$ cat src/rtl/lsu_mem_master.sv
// Load/store initiator for the memory data port. One request in flight at a time.
// Sub-word stores use read-modify-write. Writes are held SETUP/PULSE/HOLD so the delayed byte commits stay safe.
module lsu_mem_master #(
  parameter logic [31:0] DATA_LIMIT = 32'h0000_0FFC
) (
  input  logic        clk,
  input  logic        rst_n,
  input  logic        req_valid,
  output logic        req_ready,
  input  logic        req_we,
  input  logic [1:0]  req_size,
  input  logic        req_unsigned,
  input  logic [31:0] req_addr,
  input  logic [31:0] req_wdata,
  output logic        resp_valid,
  output logic [31:0] resp_rdata,
  output logic        resp_err,
  output logic [31:0] mem_addr,
  output logic [31:0] mem_wdata,
  output logic        mem_read,
  output logic        mem_write,
  input  logic [31:0] mem_rdata
);

  typedef enum logic [2:0] {IDLE, READ, SETUP, PULSE, HOLD, RESP} state_t;

  state_t      state, state_n;
  logic        accept, req_err;
  logic        we_q, uns_q;
  logic [1:0]  size_q, lane_q;
  logic [15:0] wlo_q;

  function automatic logic [31:0] load_ext(input logic [31:0] w, input logic [1:0] lane,
                                           input logic [1:0] size, input logic uns);
    logic [7:0]  b;
    logic [15:0] h;
    b = w[{lane, 3'b000} +: 8];
    h = w[{lane[1], 4'b0000} +: 16];
    case (size)
      2'b00:   load_ext = {{24{~uns & b[7]}}, b};
      2'b01:   load_ext = {{16{~uns & h[15]}}, h};
      default: load_ext = w;
    endcase
  endfunction

  function automatic logic [31:0] store_merge(input logic [31:0] w, input logic [15:0] d,
                                              input logic [1:0] lane, input logic [1:0] size);
    store_merge = w;
    if (size == 2'b00) store_merge[{lane, 3'b000} +: 8]     = d[7:0];
    else               store_merge[{lane[1], 4'b0000} +: 16] = d;
  endfunction

  assign req_ready = rst_n & (state == IDLE);
  assign accept    = req_valid & req_ready;

  always_comb begin
    req_err = (req_size == 2'b11)
            | ((req_size == 2'b01) & req_addr[0])
            | ((req_size == 2'b10) & (|req_addr[1:0]))
            | ((req_addr & ~32'd3) > DATA_LIMIT);
  end

  always_ff @(posedge clk or negedge rst_n) begin
    if (!rst_n) state <= IDLE;
    else        state <= state_n;
  end

  // Word stores skip READ; everything else that touches memory reads first.
  always_comb begin
    state_n = state;
    case (state)
      IDLE: if (accept) begin
        if (req_err)                          state_n = RESP;
        else if (req_we && req_size == 2'b10) state_n = SETUP;
        else                                  state_n = READ;
      end
      READ:    state_n = we_q ? SETUP : RESP;
      SETUP:   state_n = PULSE;
      PULSE:   state_n = HOLD;
      HOLD:    state_n = RESP;
      RESP:    state_n = IDLE;
      default: state_n = IDLE;
    endcase
  end

  always_ff @(posedge clk or negedge rst_n) begin
    if (!rst_n) begin
      we_q   <= 1'b0;
      uns_q  <= 1'b0;
      size_q <= 2'b00;
      lane_q <= 2'b00;
      wlo_q  <= '0;
    end else if (accept) begin
      we_q   <= req_we;
      uns_q  <= req_unsigned;
      size_q <= req_size;
      lane_q <= req_addr[1:0];
      wlo_q  <= req_wdata[15:0];
    end
  end

  // Outputs are registered from the next state so they line up with the state they belong to.
  always_ff @(posedge clk or negedge rst_n) begin
    if (!rst_n) begin
      mem_addr   <= '0;
      mem_wdata  <= '0;
      mem_read   <= 1'b0;
      mem_write  <= 1'b0;
      resp_valid <= 1'b0;
      resp_err   <= 1'b0;
      resp_rdata <= '0;
    end else begin
      mem_read   <= (state_n == READ);
      mem_write  <= (state_n == PULSE);
      resp_valid <= (state_n == RESP);
      resp_err   <= accept & req_err;
      resp_rdata <= '0;
      if (accept && !req_err) mem_addr <= {req_addr[31:2], 2'b00};
      if (accept && req_we && req_size == 2'b10) mem_wdata <= req_wdata;
      if (state == READ) begin
        if (we_q) mem_wdata  <= store_merge(mem_rdata, wlo_q, lane_q, size_q);
        else      resp_rdata <= load_ext(mem_rdata, lane_q, size_q, uns_q);
      end
    end
  end

endmodule
$ cat config.mk
export PLATFORM = sky130hd
export DESIGN_NAME = lsu_mem_master
export DESIGN_NICKNAME = d
export VERILOG_FILES = /design/src/rtl/lsu_mem_master.sv
export SDC_FILE = /design/constraint.sdc
export NUM_CORES = 1
export LEC_CHECK = 0
export ABC_AREA = 1
export ABC_CLOCK_PERIOD_IN_PS = 5500
export CAP_MARGIN = 20
export CORE_MARGIN = 1
export CORE_UTILIZATION = 35
export CTS_CLUSTER_SIZE = 40
export DETAILED_ROUTE_END_ITERATION = 8
export HOLD_SLACK_MARGIN = 0.02
export MAX_ROUTING_LAYER = met4
export SLEW_MARGIN = 0
export SYNTH_ARGS = -nofsm -noshare
export SYNTH_HDL_FRONTEND = slang
export SYNTH_SLANG_ARGS = --single-unit
$ cat constraint.sdc
create_clock -name clk -period 5.5 [get_ports clk]
set_input_delay 1.1 -clock clk [delete_from_list [all_inputs] [get_ports clk]]
set_output_delay 1.1 -clock clk [all_outputs]
set_load 0.005 [all_outputs]
After elaboration in Yosys (flattened, before gate mapping)
Index checks and enable logic that the tools add are counted.
{"block": "classes", "addsub": 2, "n_lt_le_gt_ge": 1, "n_eq_ne": 11, "n_shift": 6, "n_mux": 14, "n_bitwise": 11, "reduce_logical": 8}
{"cell": "$mux 32", "count": 6}
{"cell": "$bwmux 32", "count": 2}
{"cell": "$pmux 32 s2", "count": 1}
{"cell": "$gt 32x12->1 const B", "count": 1}
{"cell": "$shift 16x7->32 const A", "count": 1}
{"cell": "$shift 8x7->32 const A", "count": 1}
{"cell": "$shiftx 16x7->32", "count": 1}
{"cell": "$shiftx 32x6->16", "count": 1}
{"cell": "$shiftx 32x6->8", "count": 1}
{"cell": "$shiftx 8x7->32", "count": 1}
{"cell": "$pmux 3 s5", "count": 1}
{"cell": "$neg 5->7", "count": 2}
{"cell": "$eq 3x2->1 const B", "count": 3}
{"cell": "$mux 3", "count": 3}
{"cell": "$and 1x1->1", "count": 7}
{"cell": "$eq 3x1->1 const B", "count": 2}
{"cell": "$eq 3x3->1 const B", "count": 2}
{"cell": "$eq 2x1->1 const B", "count": 2}
{"cell": "$eq 2x2->1 const B", "count": 2}
{"cell": "$logic_and 1x1->1", "count": 4}
{"cell": "$logic_not 3->1", "count": 1}
{"cell": "$or 1x1->1", "count": 3}
{"cell": "$logic_not 2->1", "count": 1}
{"cell": "$mux 2", "count": 1}
{"cell": "3 further kinds", "count": 3}
{"block": "word_totals", "ff_bits": 123, "inputBits": 103, "out_inout_bits": 101, "word_cells": 66}

Logic depth before layout (Yosys ltp)
{"block": "depth", "ltp_word": 9, "ltp_mapped": 10, "depth_no_buf": 9}

Least setup slack after synthesis
Ideal clock, no wire load.
{"block": "synth_path", "path_type": "input to output", "start": "in rst_n", "end": "out req_ready", "t_arrival_ns": 1.230, "slack_ns": 3.170, "cell_stages": 2, "n_path_buf": 0, "path_cell_list": "inv_1 -> nor2_1"}
{"block": "synth_via", "elab_chain_cells": 1}
{"element": "from (decl)", "line_no": "7", "source": "input logic rst_n,"}
{"element": "$and 1x1->1", "line_no": "53", "source": "assign req_ready = rst_n & (state == IDLE);"}
{"element": "to (decl)", "line_no": "9", "source": "output logic req_ready,"}
Every way passes these cells.

Worst setup path after layout
{"block": "layout_path", "start": "reg size_q[1]", "end": "reg mem_wdata[31]"}
{"block": "layout_via", "elab_chain_cells": 4}
{"element": "from (decl)", "line_no": "30", "source": "logic [1:0] size_q, lane_q;"}
{"element": "from (signal assigned)", "line_no": "96", "source": "size_q <= req_size;"}
{"element": "$logic_not 2->1", "line_no": "49", "source": "if (size == 2'b00) store_merge[{lane, 3'b000} +: 8] = d[7:0];"}
{"element": "$mux 32", "line_no": "49"}
{"element": "$mux 32", "line_no": "121", "source": "if (we_q) mem_wdata <= store_merge(mem_rdata, wlo_q, lane_q, size_q);"}
{"element": "$mux 32", "line_no": "120", "source": "if (state == READ) begin"}
{"element": "to (signal assigned)", "line_no": "119", "source": "if (accept && req_we && req_size == 2'b10) mem_wdata <= req_wdata;"}
{"element": "to (signal assigned)", "line_no": "121"}
{"element": "to (decl)", "line_no": "19", "source": "output logic [31:0] mem_wdata,"}
Every way passes these cells.
A chain may end at the register's enable or synchronous reset.

==> reports/qor.csv <==
stage,metric,value,unit
synthesis,Post-Syn Area,6421,µm²
worst_setup_path,Required @ worst endpoint,5780,ps
worst_hold_path,hold depth,2,
power,switching power,1676,µW
sta,slew margin rel.,0.3187,
floorplan,die width,137.5,µm
power,peak supply drop,361.4,µV
worst_setup_path,Worst Path Max Fanout,35,
clocking,clock sinks,123,
synthesis,syn_area_per_cell,7.563,µm²
synthesis,Post-Syn Instances,849,
route,DR WL met2,9787,µm
worst_setup_path,CP Capture Type,register,
sta,fin crit period,3281,ps
route,DRC Markers,0,
placement,PortBufs,201,
layout,most frequent cells in the layout,"clkdlybuf4s50_1 (200), nand2_1 (173), nor2_1 (122), dfrtp_1 (122), o21ai_0 (107)",
worst_hold_path,hold wc startpoint,mem_addr[7],
sta,final hold vios,0,
grt,first-pass GRT wire length,32900,µm
layout,nets,1134,
clocking,# Post-CTS Setup Buffers,0,
synthesis,main combinational cell family by area after synthesis,simple AND/OR/NAND/NOR gates,
clocking,Clock Path Buffers,2,
floorplan,Starting Density,0.3575,
synthesis,"Distinct cells, synth",29,
route,post-route ant nets,0,
power,overall power,4351,µW
route,detailed-route via count,6371,
route,initial DRC count,471,
clocking,post-cts resize count,0,
sta,Final setup viols,0,
power,Sw Share,0.3853,
worst_setup_path,r2r startpoint,size_q[1],
sta,crit share post-route,0.5965,
floorplan,Die Y,137.5,µm
clocking,CTS root buf,clkbuf_16,
layout,ant diodes,0,
floorplan,Core Rows,49,
synthesis,mux contribution to synthesized area,0,
grt,largest net degree at the start of global routing,89,
layout,Area Overhead vs Synth,41.82,%
run,max-cap viol count,0,
sta,clk_skew,8.169,ps
grt,grt ovf,0,
synthesis,simple-gate area share of the yosys netlist,0.2136,
route,DR top layer,met4,
floorplan,total die area,18890,µm²
sta,final slew viol count,0,
synthesis,Post-Synth XOR/XNOR Area,0,
worst_setup_path,crit path kind,register to register,
clocking,H-Tree Depth,4,
route,routed wire length,21260,µm
worst_hold_path,Min-Delay Path Class,register to register,
synthesis,synthesis-stage register bit count,123,
worst_setup_path,Reg-to-Reg End,mem_wdata[31],
layout,FILL cells,1746,
layout,layout cell share with drive strength beyond 1,0.05390,
power,Leak Pwr,0.004241,µW
synthesis,Adder-Cell Fraction of Synth Area,0.009743,
worst_setup_path,worst-case reg-to-reg path depth,4,
grt,initial antenna violation count,0,
synthesis,post-synthesis compound-gate area fraction,0.1915,
status,status,"complete, no violations",
power,PD cells,477.8,nW/µm²
sta,Peak Freq,304.8,MHz
placement,RD Place Congestion,0.8604,
power,sequential power share,0.310,
route,Vias/cell,5.024,
layout,"most common cell after layout, fill and taps aside",clkdlybuf4s50_1,
clocking,CTS buffer count,17,
floorplan,core area,17960,µm²
grt,gr usage total,0.2389,
synthesis,sequential share of the synthesized area,0.4793,
power,Clk pwr share,0.262,
clocking,hold_buf cts,0,
sta,RSZ-0062 raised after global routing,no,
power,Comb pwr share,0.429,
sta,setup_tns,0,ps
grt,vias in the first global route,6103,
clocking,Clock transition at path regs,60,ps
sta,Worst Tran Pin Value,1016,ps
clocking,worst skew pair latency,420,ps
synthesis,yosys warns,0,
placement,DP HPWL,14980,µm
route,DRT Pass-1 Iters,6,
worst_setup_path,Crit path arrival time,3560,ps
power,Power Internal,2675,µW
worst_setup_path,FF-to-FF setup slack,2220,ps
worst_setup_path,crit path launch type,register,
route,metal3 WL,1499,µm
floorplan,Boundary Pins,204,
route,wl on met1,9417,µm
clocking,CTS tree,done,
worst_hold_path,WHS Endpoint,mem_addr[7],
route,per-cell routed wire length,16.77,µm
-- worst max-delay path, stage by stage (launching register included) --
cell and delay (ps):
dfrtp_1 600, nor2_4 670, clkinv_1 1030, o21ai_0 700, o21ai_1 120
-- logic make-up after synthesis --
logic type	count (synthesis)
AND/OR/NAND/NOR	337
AO/OA/AOI/OAI	223
other	1
adder cells (fa/ha/maj)	5
flip-flops	123
buffers and inverters	160
-- final cells by class --
cell class,count,area [µm²],area share
Timing Repair Buffer,205,2039,0.2240
Multi-Input combinational cell,567,2671,0.2933
Clock buffer,23,498.0,0.05469
Sequential cell,123,3079,0.3381
Tap cell,229,286.5,0.03146
Inverter,112,420.4,0.04617
Clock inverter,9,111.4,0.01223
-- power by group through the flow --
stage	combinational (µW)	clock [µW]	sequential [µW]
2_1_floorplan	1080	0	1330
3_3_place_gp	1820	0	1360
3_5_place_dp	1850	0	1360
4_1_cts	1860	1150	1350
5_1_grt	2080	1200	1380
6_report	1870	1140	1350
-- Yosys cell counts --
library cell,number,area (µm²)
nand3_1,24,120.1
nor2_4,3,33.78
nand2_2,2,12.51
or2_2,7,43.79
clkinv_1,1,3.750
a21o_1,1,7.510
dfrtp_1,123,3078
o22ai_1,8,50.05
buf_6,1,11.26
a21oi_1,59,295.3
o221ai_1,21,183.9
inv_1,106,397.9
nor3_1,2,10.01
inv_2,5,18.77
ha_1,5,62.56
clkbuf_1,13,48.80
conb_1,1,3.750
buf_4,11,82.58
nand2_1,173,649.4
and2_1,1,6.260
nand4_4,1,21.27
nor3_2,1,10.01
o21ai_1,18,90.09
nor2_1,122,457.9
o21ai_0,107,535.5
buf_2,21,105.1
o211ai_1,9,67.56
buf_1,2,7.510
nand4_1,1,6.260
-- stage by stage --
| step | std cells | setup slack (ps) | cell area, µm² | hold WS, ps | utilization |
|---|---|---|---|---|---|
| after global routing | 1268 | 2027 | 9106 | 498.3 | 0.5069 |
| after detailed placement | 1236 | 1987 | 8497 | 463.8 | 0.4730 |
| after floorplan | 850 | 3170 | 6425 | 464.0 | - |
| final | 1268 | 2219 | 9106 | 478.5 | 0.5069 |
| after CTS | 1268 | 2314 | 9106 | 479.6 | 0.5069 |
| after global placement | 1236 | 2085 | 8497 | 463.5 | 0.4730 |
-- how the worst max path moves through the flow --
| stage | slack [ps] | startpoint | endpoint |
|---|---|---|---|
| global placement | 2090 | req_valid | mem_addr[9] |
| finish | 2220 | size_q[1] | mem_wdata[31] |
| global route | 2030 | size_q[1] | mem_wdata[28] |
| CTS | 2310 | size_q[1] | mem_wdata[28] |
| floorplan | 3170 | rst_n | req_ready |
| detailed placement | 1990 | req_valid | mem_addr[2] |
-- sequential cells by signal (all words and copies together) (netlist names), 2 cells and up --
| name | cells |
|---|---|
| wlo_q | 16 |
| lane_q | 2 |
| mem_wdata | 32 |
| state | 3 |
| resp_rdata | 32 |
| size_q | 2 |
| mem_addr | 30 |
-- metal layers --
metal | track usage | up-vias
li1 | - | 3088
met1 | 0.3139 | 2958
met2 | 0.3646 | 288
met3 | 0.04783 | 37
met4 | 0.08547 | 0
met5 | - | -
No activity file was read; power rests on OpenSTA's default activity.
